File: config.mk
export PLATFORM = sky130hd
export DESIGN_NAME = and_pipe_arbiter
export DESIGN_NICKNAME = d
export VERILOG_FILES = /design/src/rtl/and_pipe_arbiter.sv
export SDC_FILE = /design/constraint.sdc
export NUM_CORES = 1
export LEC_CHECK = 0
export CAP_MARGIN = 40
export CORE_MARGIN = 3
export CORE_UTILIZATION = 42
export CTS_BUF_LIST = sky130_fd_sc_hd__clkbuf_16
export DETAILED_ROUTE_END_ITERATION = 8
export DONT_BUFFER_PORTS = 1
export HOLD_SLACK_MARGIN = 0.1
export PLACE_DENSITY_LB_ADDON = 0.12
export REMOVE_ABC_BUFFERS = 1
export SYNTH_ARGS = -nofsm -noshare
export SYNTH_HDL_FRONTEND = slang
export SYNTH_SLANG_ARGS = --single-unit
File: constraint.sdc
create_clock -name clk -period 1.9 [get_ports clk]
set_input_delay 0.38 -clock clk [delete_from_list [all_inputs] [get_ports clk]]
set_output_delay 0.38 -clock clk [all_outputs]
set_load 0.01 [all_outputs]
File: src/rtl/and_pipe_arbiter.sv
// Round-robin arbiter in front of a two-stage registered AND datapath.
// Results leave tagged with the requester index; hold freezes the whole pipe.
module and_pipe_arbiter #(
  parameter int N   = 4,
  parameter int W   = 8,
  parameter int IDW = 2
) (
  input  logic           clk,
  input  logic           reset,
  input  logic [N-1:0]   req,
  input  logic [N*W-1:0] a_bus,
  input  logic [N*W-1:0] b_bus,
  input  logic           hold,
  output logic [N-1:0]   gnt,
  output logic [W-1:0]   q,
  output logic           q_valid,
  output logic [IDW-1:0] q_id,
  output logic           busy
);

  logic [IDW-1:0] r_ptr;
  logic           r_v1;
  logic [W-1:0]   r_ab;
  logic [IDW-1:0] r_id1;
  logic [W-1:0]   r_q;
  logic           r_q_valid;
  logic [IDW-1:0] r_q_id;

  logic           w_found;
  logic           w_take;
  logic [IDW-1:0] w_idx;
  logic [IDW-1:0] w_ptr_next;
  logic [W-1:0]   w_a_sel;
  logic [W-1:0]   w_b_sel;

  // Rotating search starting at r_ptr; the first active request wins.
  always_comb begin
    w_found = 1'b0;
    w_idx   = '0;
    for (int k = 0; k < N; k++) begin
      int j;
      j = int'(r_ptr) + k;
      if (j >= N) j = j - N;
      if (!w_found && req[j]) begin
        w_found = 1'b1;
        w_idx   = IDW'(j);
      end
    end
  end

  // reset and hold both suppress the grant; gnt never sees the operand buses.
  assign w_take = w_found && !hold && !reset;
  assign gnt    = w_take ? (N'(1) << w_idx) : '0;

  assign w_ptr_next = (w_idx == IDW'(N - 1)) ? '0 : w_idx + 1'b1;
  assign w_a_sel    = a_bus[w_idx*W +: W];
  assign w_b_sel    = b_bus[w_idx*W +: W];

  always_ff @(posedge clk) begin
    if (reset) begin
      r_ptr     <= '0;
      r_v1      <= 1'b0;
      r_ab      <= '0;
      r_id1     <= '0;
      r_q       <= '0;
      r_q_valid <= 1'b0;
      r_q_id    <= '0;
    end else if (!hold) begin
      if (w_take) begin
        r_ab  <= w_a_sel & w_b_sel;
        r_id1 <= w_idx;
        r_v1  <= 1'b1;
        r_ptr <= w_ptr_next;
      end else begin
        r_v1  <= 1'b0;
      end
      r_q       <= r_ab;
      r_q_id    <= r_id1;
      r_q_valid <= r_v1;
    end
  end

  assign q       = r_q;
  assign q_valid = r_q_valid;
  assign q_id    = r_q_id;
  assign busy    = r_v1 | r_q_valid;

endmodule

==> flow_summary.toml, run 1 <==
[die]
io_pins = 87
die-area_um2 = 4253
rows = 20
die_w_um = 65.22
coreArea_um2 = 3203
dieHeight_um = 65.22
initial_core_util_pct = 45.98

[worst_setup_path]
r2r_start = "r_ptr[1]$_SDFFE_PP0P_"
endpoint = "gnt[1]"
crit_path_cell_trace = "a21oi_2, o21a_1, o22a_1, inv_2, ha_1, and2_4"
cp_slowest_cell = "dfxtp_4"
r2r_slack_ns = 0.11
slowest_delay_ns = 0.37
reg2reg_depth = 7
path_depth = 6
startpoint_type = "register"
required_ns = 1.52
crit_path_end_kind = "output port"
worstPathArrival_ns = 1.55
setup.worst_path.start = "r_ptr[1]$_SDFFE_PP0P_"
cp.buffers_inverters = 1
path_max_fanout = 4
worstSetupPathType = "register to output port"
crit_family = "compound AO/OA/AOI/OAI gates"
r2r_end = "r_ab[1]$_SDFFE_PP0P_"

[layout]
syn2layout_area_growth_pct = 11.13
drive_above_1_share_pct = 18.13
fin_nets = 258
fillers = 326
post-route-util_pct = 51.09
stdcell_count = 226
antennaDiodeCount = 0
design_area_um2 = 1637

[global_routing]
grt_pass1_vias = 1393
grt_pass1_wl_um = 6403
grt_overflow_total = 0
antenna_found_initial = 0
grt_start_max_net_pins = 27
grt_use_total_pct = 19.66

[logic_synthesis]
synth_common_cells = "nand2_1 (29), dfxtp_1 (24), nor2_1 (22)"
ys.flop_type = "dfxtp_1"
async_flop_share_pct = 0
synth_enable_flop_cells = 0
syn_inst = 181
yosysMostFrequentCell = "nand2_1"
avgSynthCellArea_um2 = 8.136
yosysWarnings = 0
yosysTopAreaCell = "dfxtp_1"
ys_seq_area_share_pct = 32.63
yosysTopAreaCellShare_pct = 32.63
syn_area_um2 = 1473
synth_top_cells_by_area = "dfxtp_1 (33%), mux2i_1 (7.5%), nand2_1 (7.4%)"
synth_cell_types = 33
ys_ff_latch = 24

[clock_tree]
clock_latency_ns = 0.25
cts_root_buf = "clkbuf_16"
cts_buffers = 3
cts_sinks = 24
htree_levels = 1
hold_buffers = 0
clock_path_buffers = 2
clk_pin_slew_ns = 0.06
cts_tree = "yes"

[place]
dp_cells = 221
dpl.hpwl_um = 2963
place.port_buffers = 0
place_area_um2 = 1519
gp_congestion = 0.8101

[sta]
fmax_ghz = 0.5173
hold_viol_final = 0
relSlewSlack_pct = 62.76
fin_crit_ns = 1.933
period_share_pct = 101.7
slew_viol_final = 0
setup-violations-final = 4
fin_ws_ns = -0.03307
hold_ws_ns = 0.1867
rsz0062_at_grt = "yes"
tightestPinTransition_ns = 0.5586
skew_ns = 0.002630

[drt]
viasPerCell = 6.097
antenna_left = 0
first_pass_iters = 4
routed_wl_um = 4033
vias = 1378
drt_iter0_drc = 97
drc_errors = 0
wl_per_cell_um = 17.85

[min_path]
min-delay-start = "reset"
hold_class = "primary input to register"

[power_and_ir_drop]
swShare_pct = 28.08
p_seq_share_pct = 43.0
clkPwrFrac_pct = 34.5
leakage_nw = 0.6162
intPower_uw = 951.6
netSwitchingPower_uw = 371.6
ir_drop_uv = 478.8
power_density_nw_per_um2 = 808.6
comb_power_share_pct = 22.6

[run_status]
failed_checks = "setup timing"
status = "finished, violations left"

[job]
drv_cap = 0
-- registers in the layout, indices dropped and copies added, names as in the netlist --
signal	flops
q_id	2
q	8
r_id1	2
q_valid	1
r_ptr	2
r_ab	8
r_v1	1
-- logic make-up (layout without fill, tap and decap cells) --
group | Yosys count | after routing | share of synthesized area [%]
fa+ha+maj | 4 | 4 | 3.399
buf+inv | 15 | 16 | 5.523
compound gates | 39 | 39 | 21.33
mux | 12 | 12 | 9.006
flops | 24 | 24 | 32.63
simple gates | 87 | 87 | 28.12
-- cells in the final DEF (no fill, tap or decap), types with 3 or more instances in the layout --
| cell | instances |
|---|---|
| nand2_1 | 29 |
| nor2_1 | 22 |
| dfxtp_1 | 22 |
| nor3_1 | 16 |
| a21oi_1 | 13 |
| mux2i_1 | 11 |
| a311oi_1 | 8 |
| nor4_1 | 8 |
| buf_4 | 8 |
| a2111oi_0 | 5 |
| ha_1 | 4 |
| and2_4 | 3 |
| clkbuf_16 | 3 |
-- power groups by stage --
stage	clock network [mW]	registers [mW]	logic (mW)
after floorplan	0	0.574	0.198
after global placement	0	0.575	0.270
after detailed placement	0	0.578	0.280
after CTS	0.466	0.568	0.293
after global routing	0.501	0.574	0.330
final	0.456	0.569	0.299
-- worst register-to-register path, stage by stage, from the launching register on --
cell	delay (ns)
dfxtp_4	0.37
buf_6	0.13
nand2b_4	0.15
a21oi_4	0.18
buf_4	0.26
nor3_1	0.10
a2111oi_1	0.38
nor4_1	0.11
-- worst min-delay path by stage --
stage,cells after the start,endpoint,slack [ns]
floorplan,2,r_id1[1]$_SDFFE_PP0P_,0.43
global placement,2,r_id1[1]$_SDFFE_PP0P_,0.44
detailed placement,2,r_id1[1]$_SDFFE_PP0P_,0.45
CTS,1,r_ptr[1]$_SDFFE_PP0P_,0.18
global route,1,r_ptr[0]$_SDFFE_PP0P_,0.17
finish,1,r_ptr[1]$_SDFFE_PP0P_,0.19
-- timing repair --
action                                  CTS  global route
pin swaps                                 3             3
buffers inserted                          1             0
endpoints found under the setup margin    4             5
gates cloned                              0             0
resized for setup                         8             5
-- metal layers --
| layer | GRT usage (%) | share of wire (%) | up-vias |
|---|---|---|---|
| li1 | - | - | 661 |
| met1 | 23.71 | 41 | 646 |
| met2 | 34.51 | 50 | 67 |
| met3 | 4.786 | 8.6 | 4 |
| met4 | 5.440 | 0.55 | 0 |
| met5 | 0 | 0 | - |
-- metrics by stage --
step	power (mW)	setup TNS, ns	setup slack, ns
global placement	0.8455	0	0.1523
detailed placement	0.8580	0	0.09605
finish	1.323	-0.06948	-0.03307
global route	1.405	-0.3679	-0.1085
CTS	1.327	-0.05880	-0.02110
floorplan	0.7720	-0.1721	-0.08607
-- cell type report --
cell class,count,area (um2),area share [%]
sequential,24,485.5,29.66
timing repair buffer,9,71.32,4.358
clock inverter,1,3.754,0.2294
multi-input combinational,142,932.1,56.96
tap,44,55.05,3.364
clock buffer,3,75.07,4.587
inverter,3,13.76,0.8410
(Power assumes the default switching activity.)
==> run 2: changes to the inputs <==
CTS_CLUSTER_SIZE = 16   (was default)
==> results of run 2 <==
Same layout as run 1: the final DEF is identical, and so are final timing and power.
==> run 3: changes to the inputs <==
ABC_AREA = 0   (was default)
==> results of run 3 <==
Same layout as run 1: the final DEF is identical, and so are final timing and power.
